**config.mk**
```make
export PLATFORM = sky130hd
export DESIGN_NAME = i2c_temp_responder_flat
export DESIGN_NICKNAME = d
export VERILOG_FILES = /design/src/rtl/i2c_temp_responder_if.sv /design/src/rtl/i2c_temp_responder.sv /design/src/flat_wrapper.sv
export SDC_FILE = /design/constraint.sdc
export NUM_CORES = 1
export LEC_CHECK = 0
export CORE_AREA = 8 8 99 101
export DETAILED_ROUTE_END_ITERATION = 7
export DIE_AREA = 0 0 107 109
export HOLD_SLACK_MARGIN = 0.05
export PLACE_DENSITY = 0.83
export SYNTH_ARGS = -nofsm -noshare
export SYNTH_HDL_FRONTEND = slang
export SYNTH_SLANG_ARGS = --single-unit
```
**constraint.sdc**
```tcl
create_clock -name clk -period 2.05 [get_ports clk]
set_clock_uncertainty 0.2 [all_clocks]
set_input_delay 0.615 -clock clk [delete_from_list [all_inputs] [get_ports clk]]
set_output_delay 0.615 -clock clk [all_outputs]
set_load 0.01 [all_outputs]
```
**src/rtl/i2c_temp_responder_if.sv**
```systemverilog
// i2c_temp_responder_if: I2C line and register-side signals of the ADT7420-style target
interface i2c_temp_responder_if;
    logic        scl_in;
    logic        sda_in;
    logic        sda_oe;
    logic [15:0] temp_data;
    logic [7:0]  reg_ptr;
    logic [7:0]  wr_data;
    logic        wr_strobe;
    logic        busy;
    logic [7:0]  cfg_reg;
    modport master (
        output scl_in, sda_in, temp_data,
        input  sda_oe, reg_ptr, wr_data, wr_strobe, busy, cfg_reg
    );
    modport slave (
        input  scl_in, sda_in, temp_data,
        output sda_oe, reg_ptr, wr_data, wr_strobe, busy, cfg_reg
    );
endinterface

```
**src/rtl/i2c_temp_responder.sv**
```systemverilog
// i2c_temp_responder: oversampled I2C target emulating the ADT7420 pointer/register interface
module i2c_temp_responder #(
    parameter logic [6:0] DEV_ADDR    = 7'h48,
    parameter logic [7:0] ID_VALUE    = 8'hCB,
    parameter int         SYNC_STAGES = 2
) (
    input logic                 clk,
    input logic                 reset,
    i2c_temp_responder_if.slave bus
);
    typedef enum logic [2:0] {IDLE, ADDR, ACK, PTR, WDATA, RDATA, RACK, IGNORE} state_t;
    state_t                 state, state_n, ack_to, ack_to_n;
    logic [SYNC_STAGES-1:0] scl_q, sda_q;
    logic                   scl_s, sda_s, scl_p, sda_p;
    logic                   rise, fall, start, stop;
    logic [3:0]             cnt, cnt_n;
    logic [7:0]             sh, sh_n, tx, tx_n, rx_byte, rd_byte;
    logic [7:0]             ptr_n, wr_data_n, cfg_n;
    logic [15:0]            snap, snap_n;
    logic                   commit, commit_n, oe_n, strobe_n, busy_n;
    assign scl_s   = scl_q[SYNC_STAGES-1];
    assign sda_s   = sda_q[SYNC_STAGES-1];
    assign rise    = scl_s & ~scl_p;
    assign fall    = ~scl_s & scl_p;
    assign start   = scl_s & scl_p & sda_p & ~sda_s;
    assign stop    = scl_s & scl_p & ~sda_p & sda_s;
    assign rx_byte = {sh[6:0], sda_s};
    // line synchronizers followed by one edge-detect stage; left unreset so reset cannot fake bus events
    always_ff @(posedge clk) begin
        scl_q <= {scl_q[SYNC_STAGES-2:0], bus.scl_in};
        sda_q <= {sda_q[SYNC_STAGES-2:0], bus.sda_in};
        scl_p <= scl_s;
        sda_p <= sda_s;
    end
    // read map; temperature comes from the snapshot so MSB/LSB stay coherent within one read
    always_comb begin
        rd_byte = bus.reg_ptr == 8'h00 ? snap[15:8] :
                  bus.reg_ptr == 8'h01 ? snap[7:0] :
                  bus.reg_ptr == 8'h03 ? bus.cfg_reg :
                  bus.reg_ptr == 8'h0B ? ID_VALUE : 8'hFF;
    end
    // protocol state machine: START/STOP override everything, bits on SCL rise, SDA drive on SCL fall
    always_comb begin
        state_n   = state;
        ack_to_n  = ack_to;
        cnt_n     = cnt;
        sh_n      = sh;
        tx_n      = tx;
        snap_n    = snap;
        commit_n  = commit;
        oe_n      = bus.sda_oe;
        ptr_n     = bus.reg_ptr;
        wr_data_n = bus.wr_data;
        cfg_n     = bus.cfg_reg;
        strobe_n  = 1'b0;
        busy_n    = bus.busy;
        if (start) begin
            state_n = ADDR;
            cnt_n   = 4'd0;
            oe_n    = 1'b0;
        end else if (stop) begin
            state_n = IDLE;
            oe_n    = 1'b0;
            busy_n  = 1'b0;
        end else begin
            case (state)
                ADDR, PTR, WDATA: if (rise) begin
                    sh_n  = rx_byte;
                    cnt_n = cnt + 4'd1;
                    if (cnt == 4'd7) begin
                        cnt_n    = 4'd0;
                        state_n  = ACK;
                        commit_n = state == WDATA;
                        ack_to_n = state == ADDR ? (rx_byte[0] ? RDATA : PTR) : WDATA;
                        if (state == PTR) ptr_n = rx_byte;
                        if (state == ADDR) begin
                            busy_n  = rx_byte[7:1] == DEV_ADDR;
                            state_n = busy_n ? ACK : IGNORE;
                            snap_n  = rx_byte[0] ? bus.temp_data : snap;
                        end
                    end
                end
                ACK: if (fall) begin
                    if (cnt == 4'd0) begin
                        cnt_n = 4'd1;
                        oe_n  = 1'b1;
                        if (commit) begin
                            strobe_n  = 1'b1;
                            wr_data_n = sh;
                            cfg_n     = bus.reg_ptr == 8'h03 ? sh : bus.cfg_reg;
                            ptr_n     = bus.reg_ptr + 8'd1;
                        end
                    end else begin
                        cnt_n   = 4'd0;
                        oe_n    = 1'b0;
                        state_n = ack_to;
                        if (ack_to == RDATA) begin
                            cnt_n = 4'd1;
                            oe_n  = ~rd_byte[7];
                            tx_n  = {rd_byte[6:0], 1'b0};
                        end
                    end
                end
                RDATA: if (fall) begin
                    cnt_n = cnt + 4'd1;
                    oe_n  = ~tx[7];
                    tx_n  = {tx[6:0], 1'b0};
                    if (cnt == 4'd8) begin
                        cnt_n   = 4'd0;
                        oe_n    = 1'b0;
                        state_n = RACK;
                    end
                end
                RACK: if (rise && cnt == 4'd0) begin
                    ptr_n = bus.reg_ptr + 8'd1;
                    cnt_n = 4'd1;
                    if (sda_s) begin
                        state_n = IGNORE;
                        busy_n  = 1'b0;
                    end
                end else if (fall && cnt == 4'd1) begin
                    state_n = RDATA;
                    oe_n    = ~rd_byte[7];
                    tx_n    = {rd_byte[6:0], 1'b0};
                end
                default: ;
            endcase
        end
    end
    // state and output registers
    always_ff @(posedge clk) begin
        if (reset) begin
            state         <= IDLE;
            ack_to        <= IDLE;
            cnt           <= '0;
            sh            <= '0;
            tx            <= '0;
            snap          <= '0;
            commit        <= 1'b0;
            bus.sda_oe    <= 1'b0;
            bus.reg_ptr   <= '0;
            bus.wr_data   <= '0;
            bus.wr_strobe <= 1'b0;
            bus.busy      <= 1'b0;
            bus.cfg_reg   <= '0;
        end else begin
            state         <= state_n;
            ack_to        <= ack_to_n;
            cnt           <= cnt_n;
            sh            <= sh_n;
            tx            <= tx_n;
            snap          <= snap_n;
            commit        <= commit_n;
            bus.sda_oe    <= oe_n;
            bus.reg_ptr   <= ptr_n;
            bus.wr_data   <= wr_data_n;
            bus.wr_strobe <= strobe_n;
            bus.busy      <= busy_n;
            bus.cfg_reg   <= cfg_n;
        end
    end
endmodule

```
**src/flat_wrapper.sv**
```systemverilog
// flat-port wrapper written by rule: the top's interface ports become plain ports
module i2c_temp_responder_flat 
#(
    parameter logic [6:0] DEV_ADDR    = 7'h48,
    parameter logic [7:0] ID_VALUE    = 8'hCB,
    parameter int         SYNC_STAGES = 2
)
  (clk, reset, bus_scl_in, bus_sda_in, bus_temp_data, bus_sda_oe, bus_reg_ptr, bus_wr_data, bus_wr_strobe, bus_busy, bus_cfg_reg);
  i2c_temp_responder_if bus_i ();
  input logic clk;
  input logic reset;
  input wire logic [$bits(bus_i.scl_in)-1:0] bus_scl_in;
  input wire logic [$bits(bus_i.sda_in)-1:0] bus_sda_in;
  input wire logic [$bits(bus_i.temp_data)-1:0] bus_temp_data;
  output wire logic [$bits(bus_i.sda_oe)-1:0] bus_sda_oe;
  output wire logic [$bits(bus_i.reg_ptr)-1:0] bus_reg_ptr;
  output wire logic [$bits(bus_i.wr_data)-1:0] bus_wr_data;
  output wire logic [$bits(bus_i.wr_strobe)-1:0] bus_wr_strobe;
  output wire logic [$bits(bus_i.busy)-1:0] bus_busy;
  output wire logic [$bits(bus_i.cfg_reg)-1:0] bus_cfg_reg;
  assign bus_i.scl_in = bus_scl_in;
  assign bus_i.sda_in = bus_sda_in;
  assign bus_i.temp_data = bus_temp_data;
  assign bus_sda_oe = bus_i.sda_oe;
  assign bus_reg_ptr = bus_i.reg_ptr;
  assign bus_wr_data = bus_i.wr_data;
  assign bus_wr_strobe = bus_i.wr_strobe;
  assign bus_busy = bus_i.busy;
  assign bus_cfg_reg = bus_i.cfg_reg;
  i2c_temp_responder #(.DEV_ADDR(DEV_ADDR), .ID_VALUE(ID_VALUE), .SYNC_STAGES(SYNC_STAGES)) u_core (.clk(clk), .reset(reset), .bus(bus_i));
endmodule
```
=== After elaboration in Yosys (flattened, before gate mapping) ===
Index checks and enable logic that the tools add are counted.

* RAM bits: 0
* Logic and storage cells: 165
* Output and inout port bits: 27
* Latch bits: 0
* Memories: 0
* Memory bits (read-only): 0
* Register bits: 76

* Divide/modulo/power cells: 0
* Reduce and logical (&&, ||, !) cells: 25
* Equal/unequal tests: 42
* Multiply operators: 0
* $lt $le $gt $ge: 0
* Multiplexer cells: 60
* $add $sub $neg: 2
* Bitwise operators: 18
* Shift-type cells: 0

{| class="wikitable"
|+ Operators with widths
! cell !! count
|-
| $mux W8 || 16
|-
| $pmux W8 S3 || 2
|-
| $mux W3 || 13
|-
| $mux W4 || 7
|-
| $reduce_and A9 Y1 || 3
|-
| $ne A2 B1 Y1 const B || 11
|-
| $reduce_and A7 Y1 || 3
|-
| $ne A4 B1 Y1 const B || 5
|-
| $ne A3 B1 Y1 const B || 6
|-
| $mux W1 || 17
|-
| $pmux W4 S4 || 1
|-
| $eq A3 B3 Y1 const B || 4
|-
| $pmux W3 S4 || 1
|-
| $reduce_and A6 Y1 || 2
|-
| $not A1 Y1 || 11
|-
| $reduce_and A10 Y1 || 1
|-
| $reduce_and A5 Y1 || 2
|-
| $reduce_bool A3 Y1 || 3
|-
| $add A8 B1 Y8 const B || 1
|-
| $eq A8 B1 Y1 const B || 1
|-
| $eq A8 B2 Y1 const B || 1
|-
| $eq A8 B4 Y1 const B || 1
|-
| $logic_not A8 Y1 || 1
|-
| $and A1 B1 Y1 || 7
|-
| 23 further kinds || 27
|}

=== Depth between registers and ports, before layout ===
Gate-level depths: netlist (run 1).

* Word-level depth: 10
* Gate-level depth with buffers: 9

=== Least setup slack after synthesis (run 1) ===
Ideal clock, no wire load.

* Path type: register -> register
* From: register u_core.cnt[0]
* To: register u_core.bus.reg_ptr[1]
* Setup slack: -125 ps
* Data arrival time: 1890 ps
* Stages on the path, launching flop included: 9
* Buffers on the path: 1
* Setup time: 86 ps
* Cell sequence: dfxtp_1 -> inv_1 -> ha_1 -> nor3b_2 -> and3_1 -> o311ai_2 -> buf_2 -> a211oi_1 -> a211oi_1

* Cells in the longest elaborated chain, start to end: 4
* Elaborated cells on any way between the ends: 7
* Those cells by class: eq/ne (4); reduce/logical (3)

{| class="wikitable"
|+ RTL lines
! item !! RTL line !! RTL
|-
| start, declared || i2c_temp_responder.sv:16 || <nowiki>logic [3:0] cnt, cnt_n;</nowiki>
|-
| start signal, assigned || i2c_temp_responder.sv:149 || <nowiki>cnt <= cnt_n;</nowiki>
|-
| $logic_not A4 Y1 || i2c_temp_responder.sv:84, i2c_temp_responder.sv:114 ||
|-
| $logic_and A1 B1 Y1 || i2c_temp_responder.sv:114 || <nowiki>RACK: if (rise && cnt == 4'd0) begin</nowiki>
|-
| $ne A2 B1 Y1 (no line) || -- ||
|-
| $reduce_and A10 Y1 (no line) * || -- ||
|-
| end signal, assigned || i2c_temp_responder.sv:155 || <nowiki>bus.reg_ptr <= ptr_n;</nowiki>
|-
| end, declared || i2c_temp_responder_if.sv:18 || <nowiki>output sda_oe, reg_ptr, wr_data, wr_strobe, busy, cfg_reg</nowiki>
|}

Every way passes the cells marked *; elsewhere a longest branch is shown, timed or not.
A chain may end at the register's enable or synchronous reset.

=== Worst setup path in the final report (run 1) ===
* From: register u_core.cnt[1]
* To: register u_core.cnt[3]

* Cells in the longest elaborated chain, start to end: 4
* Elaborated cells on any way between the ends: 12
* Those cells by class: add/sub (1); eq/ne (3); mux (5); reduce/logical (3)

{| class="wikitable"
|+ RTL lines
! item !! RTL line !! RTL
|-
| $add A4 B1 Y4, or another cell as far along || i2c_temp_responder.sv:69, i2c_temp_responder.sv:105 ||
|-
| $mux W4, or another cell as far along || i2c_temp_responder.sv:108 || <nowiki>if (cnt == 4'd8) begin</nowiki>
|-
| $mux W4, or another cell as far along || i2c_temp_responder.sv:104 || <nowiki>RDATA: if (fall) begin</nowiki>
|-
| $pmux W4 S4 or $reduce_and A6 Y1 (tied branches) || -- ||
|}

Parallel ways exist; a longest one is shown, timed or not. The select of a mux whose other input is x is not followed.

==> summary.txt, run 1 <==
Critical path
  – CP required: 2.10 ns
  – Crit path capture type: register
  – CP startpoint kind: register
  – CP Class: register to register
  – Crit path arrival time: 2.22 ns
  – CP Max Fanout: 8

Drt
  – DRC violations left: 0
  – 1st-iter DRT viols: 373
  – WL met1: 4740 um
  – Routed wl met2: 5211 um
  – Drt first pass iters: 5
  – Final WL: between 10000 and 15000 um
  – Post-DR wirelength/cell: 16.82 um
  – Antenna Nets Post-Route: 0
  – Top sig layer: met4
  – Via density: 5.773
  – Met3 wire len: 669 um
  – Via Count: 3712

Power
  – Peak supply drop: 0.3481 mV
  – Pwr per Cell Area: 559.2 nW/um^2
  – Switching power: 714.2 uW
  – Pint: roughly 2.1 mW
  – Clk pwr share: 43.4%
  – Cell leakage power: 2.064 nW
  – Comb pwr share: 4.8%
  – Seq pwr share: ~52%
  – Final Total Pwr: 2.840 mW
  – Sw Ratio: about 25%

Timing
  – RSZ-0062 raised after global routing: true
  – Final setup vio count: 26
  – Tcrit/Tclk final: 105.8%
  – Tightest Pin Transition: 0.5010 ns
  – Tmin final: 2.170 ns
  – Worst hold slack: 0.1335 ns
  – Final Slew Violations: 0
  – Slew margin rel.: 66.53%
  – Max Freq: 460.9 MHz
  – Final setup margin: -0.1195 ns
  – Final Hold Fails: 0

Final layout
  – Storage cell area: 1515 sq um
  – Inserted Diodes: 0
  – Nets: 556
  – Top reg by flops: u_core.snap
  – Share of cells above drive strength 1: 22.99%
  – Layout Area Growth over Synthesis: 31.91%
  – Post-Layout Cell Count: 643
  – Multi-input logic area: between 2000 and 2500 sq um
  – Fillers: 704
  – Max reg flops: 16

Clock tree
  – Clk buf depth: 2
  – Root Driver: clkbuf_8
  – CTS Hold Bufs: 0
  – H-tree level count: 3
  – Clk_lat worst skew: between 0.3 and 0.4 ns
  – Reg clk slew, reported paths: 0.09 ns
  – CTS tree: yes
  – Clock Sinks: 75
  – TritonCTS buffer count: 9

GRT
  – Initial antenna violation count: 0
  – Gr ovfl total: 0
  – Tot GR Track Use: 18.01%
  – Vias in the first global route: between 3000 and 4000
  – Largest net degree at the start of global routing: 29
  – First-pass GRT wire length: approximately 17000 um

Yosys
  – Post-Syn Instances: 443
  – Yosys warnings: 0
  – Top cell type by total area after synthesis: dfxtp_1
  – Seq cells post-synth: 75
  – Synthesized area per cell: 8.691 sq um
  – Number of synthesized flops with an enable pin: 0
  – Top area cells in the synthesized netlist: dfxtp_1 (39%), mux2i_1 (8.8%), nor2_1 (5.6%)
  – Synth Flop Type: dfxtp_1
  – Synth unique cells: 67
  – Post-synth ARST share: 0%
  – Synthesized area: 3850 sq um
  – Register area share after synthesis: 39.00%
  – Yosys top cell area share: 39.00%
  – Synthesized Nets: around 470

Flow run
  – Max-Cap Viols: 0

Floorplan
  – Core Region: approximately 8400 sq um
  – Row cnt: 34
  – Starting Density: 45.94%
  – Die height: 109 um
  – Die Width: 107 um
  – Die ar.: ~12000 sq um
  – Top-level I/O count: 47

Place
  – Placed cell count: 623
  – Buffers on Ports: 46
  – DPL Wire Length: 7629 um
  – Gp weighted congestion: 0.9402

Run status
  – Status: complete, but fails checks
  – Failing checks: negative setup slack

Min path
  – Worst hold path type: register to register
final timing paths:
kind / cells after the start / end / slack [ns] / from
hold reg to reg: 0 / u_core.scl_q[1] / 0.13 / u_core.scl_q[0]
setup reg to reg: 7 / u_core.cnt[3] / -0.12 / u_core.cnt[1]
setup / recovery: 7 / u_core.cnt[3] / -0.12 / u_core.cnt[1]
hold / removal: 0 / u_core.scl_q[1] / 0.13 / u_core.scl_q[0]
cell type report:
cell class              count  share of cell area, %
clock buffers               9                  2.439
clock inverters             7                  1.749
inverters                  10                 0.7884
multi-input cells         331                  44.91
flip-flops and latches     75                  29.83
well taps                 108                  2.661
repair buffers            103                  17.62
metal layers:
metal,vias to the layer above,track usage (%)
li1,1774,-
met4,0,6.231
met2,130,30.37
met5,-,0
met1,1791,21.94
met3,17,4.433
through the flow:
stage                     worst slack [ns]  setup TNS [ns]  util [%]  area (sq um)
after floorplan                   -0.01621        -0.02659         -          3880
after global placement            -0.08443         -0.8091     56.61          4745
after detailed placement           -0.1313          -1.857     56.61          4745
after CTS                          -0.1235          -2.161     59.47          4984
after global routing               -0.2076          -3.646     60.60          5079
final                              -0.1195         -0.7660     60.60          5079
what timing repair did:
item | 4_1_cts | 5_1_grt
endpoints found under the hold margin | 0 | 0
pin swaps | 8 | 3
gates cloned | 2 | 1
gates resized for setup | 34 | 23
endpoints found under the setup margin | 70 | 60
setup buffers | 1 | 1
power groups by stage:
| stage | logic, mW | clock network [mW] | registers (mW) |
|---|---|---|---|
| after floorplan | 0.0643 | 0 | 1.50 |
| after global placement | 0.129 | 0 | 1.51 |
| after detailed placement | 0.131 | 0 | 1.51 |
| after CTS | 0.134 | 1.25 | 1.47 |
| after global routing | 0.146 | 1.31 | 1.47 |
| final | 0.137 | 1.23 | 1.47 |
placed cells by master, fill, tap and decap left out, drive strengths merged, types with 8 or more instances in the layout:
master	synthesis	routed
nor2b	8	8
nand2	42	42
nand3	8	8
clkdlybuf4s50	0	18
a21oi	37	37
nor2	57	57
nor3b	9	9
dfxtp	75	75
dlygate4sd2	0	26
clkbuf	16	10
mux2i	34	34
o21ai	19	19
buf	13	57
inv	10	15
nand2b	8	8
cell usage after synthesis, types with 3 or more instances:
cell type and instances:
o21ai_1 3, nand4_1 3, or2_2 5, nor2_1 57
nor3b_1 8, nand2_1 42, mux2i_1 34, nor2b_1 8
o22ai_1 3, a2bb2oi_1 3, buf_2 8, a211o_1 4
o32ai_1 3, a22oi_1 4, inv_1 10, o21ai_0 15
ha_1 6, nand3_1 8, a311o_1 3, buf_6 3
nand2b_1 8, dfxtp_1 75, a21oi_1 37, and3_1 5
a211oi_1 6, a31o_1 3, nor4b_1 3, clkbuf_1 16
nand3b_1 6, o21bai_1 5, nor3_1 5
cells by family (layout without fill, tap and decap cells):
| family | Yosys count | in the layout | share of synthesized area (%) |
|---|---|---|---|
| AOI/OAI and AO/OA | 113 | 115 | 21.13 |
| xor gates and xnor gates | 1 | 1 | 0.2275 |
| adders and majority gates | 6 | 6 | 1.950 |
| buffers and inverters | 39 | 129 | 4.842 |
| DFF | 75 | 75 | 39.00 |
| muxes | 35 | 35 | 9.132 |
| and+or+nand+nor | 174 | 174 | 23.73 |
worst max-delay path, cell delays in order, from the launching register on:
cell	delay [ns]
dfxtp_4	0.37
inv_4	0.06
ha_4	0.14
or3b_4	0.39
a211o_1	0.30
a32oi_4	0.34
a21boi_2	0.21
o21ai_1	0.07
(Power assumes the default switching activity.)
==> run 2: changes to the inputs <==
ABC_CLOCK_PERIOD_IN_PS = 2050   (was not set)
CORE_AREA = 3 3 94 96   (was 8 8 99 101)
DIE_AREA = 0 0 97 99   (was 0 0 107 109)
==> summary.txt, run 2 (synthesis results as in run 1) <==
Floorplan
  – Core Region: 8134 sq um (was 8381 sq um)
  – Row cnt: 33 (was 34)
  – Top-level I/O count: 47 (unchanged)
  – Die ar.: 9603 sq um (was 11660 sq um)
  – Die Width: 97 um (was 107 um)
  – Die height: 99 um (was 109 um)
  – Starting Density: 47.33% (was 45.94%)

Drt
  – DRC violations left: 0 (unchanged)
  – Via density: 5.807 (was 5.773)
  – Drt first pass iters: 5 (unchanged)
  – Final WL: 11120 um (was 10820 um)
  – Post-DR wirelength/cell: 17.35 um (was 16.82 um)
  – 1st-iter DRT viols: 303 (was 373)
  – Antenna Nets Post-Route: 0 (unchanged)
  – Via Count: 3722 (was 3712)

Critical path
  – Crit path arrival time: 2.21 ns (was 2.22 ns)
  – Setup crit end: u_core.state[0] (was u_core.cnt[3])
  – Crit path capture type: register (unchanged)
  – R2r endpoint: u_core.state[0] (was u_core.cnt[3])
  – Flop2flop setup slack: -0.12 ns (about the same)
  – CP Max Fanout: 10 (was 8)
  – Worst r2r src: u_core.cnt[3] (was u_core.cnt[1])
  – Worst R2R Path Depth: 7 (unchanged)
  – CP required: 2.09 ns (was 2.10 ns)
  – CP startpoint: u_core.cnt[3] (was u_core.cnt[1])
  – CP Class: register to register (unchanged)
  – CP startpoint kind: register (unchanged)

GRT
  – Vias in the first global route: 3609 (was 3529)
  – Largest net degree at the start of global routing: 61 (was 29)
  – First-pass GRT wire length: 18060 um (was 16990 um)
  – Gr ovfl total: 0 (unchanged)
  – Initial antenna violation count: 0 (unchanged)
  – Tot GR Track Use: 22.80% (was 18.01%)

Clock tree
  – H-tree level count: 3 (unchanged)
  – Clk buf depth: 2 (unchanged)
  – Clk_lat worst skew: 0.36 ns (about the same)
  – Root Driver: clkbuf_8 (unchanged)
  – Reg clk slew, reported paths: 0.08 ns (was 0.09 ns)
  – TritonCTS buffer count: 9 (unchanged)
  – Clock Sinks: 75 (unchanged)
  – CTS tree: yes (unchanged)

Timing
  – Slew margin rel.: 63.22% (was 66.53%)
  – Tcrit/Tclk final: 106.0% (was 105.8%)
  – Final Hold Fails: 0 (unchanged)
  – Final setup vio count: 22 (was 26)
  – Tmin final: 2.174 ns (was 2.170 ns)
  – Max Freq: 460.1 MHz (was 460.9 MHz)
  – Final Slew Violations: 0 (unchanged)
  – Worst hold slack: 0.1314 ns (was 0.1335 ns)
  – Final setup margin: -0.1236 ns (was -0.1195 ns)
  – RSZ-0062 raised after global routing: true (unchanged)
  – Tightest Pin Transition: 0.5505 ns (was 0.5010 ns)

Final layout
  – Max reg flops: 16 (unchanged)
  – Commonest non-fill, non-tap cell in the layout: dfxtp_1 (unchanged)
  – Most frequent cells in the layout: dfxtp_1 (69), nor2_1 (57), buf_4 (52) (was dfxtp_1 (68), nor2_1 (56), buf_4 (52))
  – Nets: 557 (was 556)
  – Fillers: 644 (was 704)
  – Layout Area Growth over Synthesis: 34.42% (was 31.91%)
  – Share of cells above drive strength 1: 24.63% (was 22.99%)
  – Post-Layout Cell Count: 641 (was 643)
  – Inserted Diodes: 0 (unchanged)
  – Fin util: 63.62% (was 60.60%)
  – Top reg by flops: u_core.snap (unchanged)

Run status
  – Failing checks: negative setup slack (unchanged)
  – Status: complete, but fails checks (unchanged)

Power
  – Cell leakage power: 2.079 nW (was 2.064 nW)
  – Peak supply drop: 0.4249 mV (was 0.3481 mV)
  – Pwr per Cell Area: 555.5 nW/um^2 (was 559.2 nW/um^2)

Place
  – Placed cell count: 616 (was 623)
  – Gp weighted congestion: 0.9525 (was 0.9402)
  – Place WS: -0.1329 ns (was -0.1313 ns)
  – Buffers on Ports: 46 (unchanged)
  – DPL Wire Length: 7636 um (was 7629 um)

Min path
  – Worst hold path type: register to register (unchanged)

Flow run
  – Max-Cap Viols: 0 (unchanged)
run 2: metrics by stage:
stage / power [mW] / instance area (sq um) / TNS, ns
6_report: 2.875 / 5175 / -1.381
3_5_place_dp: 1.638 / 4736 / -1.362
2_1_floorplan: 1.567 / 3880 / -0.02659
5_1_grt: 2.959 / 5175 / -5.074
3_3_place_gp: 1.634 / 4736 / -0.1884
4_1_cts: 2.886 / 4989 / -1.007
run 2: timing repair:
item                                    in CTS  in global routing
endpoints found under the setup margin      71                 60
gates resized for setup                     38                 33
cloned                                       1                  1
hold buffers                                 0                  0
pin swaps                                    9                 13
buffers inserted                             3                  6
run 2: how the worst min path moves through the flow:
stage | start | endpoint | cells after the start
6_report | u_core.sda_q[0] | u_core.sda_q[1] | 0
5_1_grt | u_core.sda_q[0] | u_core.sda_q[1] | 0
4_1_cts | u_core.sda_q[0] | u_core.sda_q[1] | 0
3_5_place_dp | u_core.sda_q[0] | u_core.sda_q[1] | 0
3_3_place_gp | u_core.sda_q[0] | u_core.sda_q[1] | 0
2_1_floorplan | u_core.scl_q[0] | u_core.scl_q[1] | 0
run 2: layout make-up:
class / instances / area [sq um] / area share [%]
clock buffers: 11 / 152.6 / 2.950
clock inverters: 5 / 66.31 / 1.281
inverters: 10 / 37.54 / 0.7253
multi-input cells: 331 / 2369 / 45.77
flip-flops and latches: 75 / 1511 / 29.21
well taps: 105 / 131.4 / 2.539
repair buffers: 104 / 907.1 / 17.53
run 2: power by group:
group / internal (mW) / total, mW / switching [mW]
Clock: 0.654 / 1.26 / 0.607
Sequential: 1.46 / 1.47 / 0.0111
Combinational: 0.0671 / 0.139 / 0.0717
run 2: metal layers:
metal,track usage (%),part of all wire (%),wire length [um],vias up
met5,0,0,0,-
met4,8.747,1.6,180,0
met3,3.397,5.7,629,22
met2,37.58,49,5415,143
met1,30.24,44,4896,1778
li1,-,-,-,1779
run 2: worst max-delay path, stage by stage (launching register included):
cell,delay [ns]
dfxtp_1,0.60
nand3b_4,0.24
buf_4,0.14
nor2_1,0.04
o32ai_1,0.38
buf_4,0.20
o21bai_1,0.10
mux2i_1,0.14
==> run 3: changes to the inputs <==
ABC_CLOCK_PERIOD_IN_PS = 2170   (was 2050)
PLACE_DENSITY = 0.8   (was 0.83)
clock period = 2.17 ns   (was 2.05 ns; I/O delays follow)
==> summary.txt, run 3 (synthesis results as in run 1) <==
Clock tree
  – Clock Sinks: 75 (unchanged)
  – Root Driver: clkbuf_8 (unchanged)
  – TritonCTS buffer count: 9 (unchanged)
  – CTS Hold Bufs: 0 (unchanged)
  – Reg clk slew, reported paths: 0.08 ns (about the same)
  – H-tree level count: 3 (unchanged)
  – Clk buf depth: 2 (unchanged)
  – CTS tree: yes (unchanged)
  – Clk_lat worst skew: 0.36 ns (about the same)

Final layout
  – Commonest non-fill, non-tap cell in the layout: dfxtp_1 (unchanged)
  – Fillers: 655 (was 644)
  – Top reg by flops: u_core.snap (unchanged)
  – Fin util: 61.54% (was 63.62%)
  – Max reg flops: 16 (unchanged)
  – Share of cells above drive strength 1: 19.89% (was 24.63%)
  – Most frequent cells in the layout: dfxtp_1 (67), nor2_1 (57), nand2_1 (42), buf_4 (42), a21oi_1 (36) (was dfxtp_1 (69), nor2_1 (57), buf_4 (52))
  – Post-Layout Cell Count: 628 (was 641)
  – Layout Area Growth over Synthesis: 30.03% (was 34.42%)
  – Post-route cell area: 5006 sq um (was 5175 sq um)
  – Nets: 544 (was 557)
  – Inserted Diodes: 0 (unchanged)

Timing
  – Final Slew Violations: 0 (unchanged)
  – Tcrit/Tclk final: 99.92% (was 106.0%)
  – Tightest Pin Transition: 0.4324 ns (was 0.5505 ns)
  – RSZ-0062 raised after global routing: true (unchanged)
  – Tmin final: 2.168 ns (was 2.174 ns)
  – Final Hold Fails: 0 (unchanged)
  – Final setup vio count: 0 (was 22)
  – Slew margin rel.: 71.11% (was 63.22%)
  – Max Freq: 461.2 MHz (was 460.1 MHz)

Power
  – Peak supply drop: 0.4829 mV (was 0.4249 mV)
  – Final Total Pwr: 2.745 mW (was 2.875 mW)
  – Cell leakage power: 2.053 nW (was 2.079 nW)
  – Pwr per Cell Area: 548.3 nW/um^2 (was 555.5 nW/um^2)

GRT
  – Initial antenna violation count: 0 (unchanged)
  – First-pass GRT wire length: 17410 um (was 18060 um)
  – Gr ovfl total: 0 (unchanged)
  – Largest net degree at the start of global routing: 37 (was 61)
  – Tot GR Track Use: 22.06% (was 22.80%)
  – Vias in the first global route: 3502 (was 3609)

Drt
  – Post-DR wirelength/cell: 16.82 um (was 17.35 um)
  – Antenna Nets Post-Route: 0 (unchanged)
  – Via density: 5.823 (was 5.807)
  – Final WL: 10560 um (was 11120 um)
  – Via Count: 3657 (was 3722)
  – 1st-iter DRT viols: 256 (was 303)
  – Drt first pass iters: 5 (unchanged)
  – DRC violations left: 0 (unchanged)

Floorplan
  – Die Width: 97 um (unchanged)
  – Die ar.: 9603 sq um (unchanged)
  – Core Region: 8134 sq um (unchanged)
  – Row cnt: 33 (unchanged)
  – Starting Density: 47.33% (unchanged)
  – Die height: 99 um (unchanged)
  – Top-level I/O count: 47 (unchanged)

Critical path
  – CP Max Fanout: 7 (was 10)
  – CP Class: register to register (unchanged)
  – Crit path capture type: register (unchanged)
  – Worst R2R Path Depth: 7 (unchanged)
  – Worst r2r src: u_core.cnt[0] (was u_core.cnt[3])
  – CP required: 2.26 ns (was 2.09 ns)
  – R2r endpoint: u_core.tx[7] (was u_core.state[0])
  – Flop2flop setup slack: 0.002 ns (was -0.12 ns)
  – CP startpoint kind: register (unchanged)
  – Crit path arrival time: 2.26 ns (was 2.21 ns)

Place
  – DPL Wire Length: 7445 um (was 7636 um)
  – Buffers on Ports: 46 (unchanged)
  – Gp weighted congestion: 1.036 (was 0.9525)
  – Placed cell count: 608 (was 616)
  – Placed cell area: 4636 sq um (was 4736 sq um)

Run status
  – Status: complete, no violations (was complete, but fails checks)

Min path
  – Worst hold path type: register to register (unchanged)
  – WHS Path Cells: 0 (unchanged)
  – Hold endpoint: u_core.scl_q[1] (was u_core.sda_q[1])
  – Hold_sp: u_core.scl_q[0] (was u_core.sda_q[0])

Flow run
  – Max-Cap Viols: 0 (unchanged)
[run 3: changes by cell type in the layout (fill, tap and decap cells not counted), sizes merged, moves of 2 or more]
cell / previous run / this run
dlygate4sd2: 26 / 4
clkdlybuf4s50: 19 / 32
buf: 59 / 47
dlymetal6s2s: 0 / 9
clkbuf: 11 / 9
clkinv: 0 / 2
[run 3: per-layer routing]
metal  routed length, um  vias to the layer above  track usage (%)
li1                    -                     1749                -
met1                4765                     1750            29.89
met2                4927                      136            34.29
met3                 626                       22            3.963
met4                 240                        0            10.04
met5                   0                        -                0
[run 3: repair_timing]
item	CTS	global route
endpoints found under the hold margin	0	0
buffers inserted	2	0
cloned	1	1
pin swaps	2	7
setup endpoints to repair	26	59
gates resized for setup	17	24
[run 3: through the flow]
stage | setup WS, ns | hold slack, ns | TNS, ns
after floorplan | 0.02222 | 0.1096 | 0
after global placement | -0.001410 | 0.1117 | -0.002703
after detailed placement | -0.1179 | 0.1121 | -0.8333
after CTS | 0.004385 | 0.1311 | 0
after global routing | -0.06505 | 0.1313 | -0.3806
final | 0.001828 | 0.1286 | 0
[run 3: how the worst max path moves through the flow]
stage,from,to,cells after the start
6_report,u_core.cnt[0],u_core.tx[7],7
3_5_place_dp,u_core.cnt[1],u_core.state[1],8
5_1_grt,u_core.cnt[1],u_core.cnt[0],7
3_3_place_gp,u_core.cnt[1],u_core.cnt[3],7
2_1_floorplan,u_core.cnt[0],u_core.bus.reg_ptr[1],8
4_1_cts,u_core.bus.reg_ptr[7],bus_reg_ptr[7],1
[run 3: worst max-delay path, stage by stage (launching register included)]
cell and delay, ns:
dfxtp_4 0.37, buf_6 0.10, ha_4 0.10, or3b_4 0.40, o21ai_4 0.20, o221ai_4 0.18
a311o_1 0.40, a21oi_2 0.14
[run 3: area by class of cell]
cell class / instances / area [sq um] / share of cell area [%]
clock buffer: 9 / 123.9 / 2.474
inverter: 10 / 37.54 / 0.7498
multi-input combinational: 330 / 2256 / 45.06
sequential: 75 / 1514 / 30.24
clock inverter: 7 / 98.84 / 1.975
tap: 105 / 131.4 / 2.624
timing repair buffer: 92 / 844.6 / 16.87
[run 3: report_power, final]
part           internal (mW)  switching [mW]
logic                 0.0618          0.0638
clock network          0.660           0.566
registers               1.38          0.0106
total                   2.10           0.641
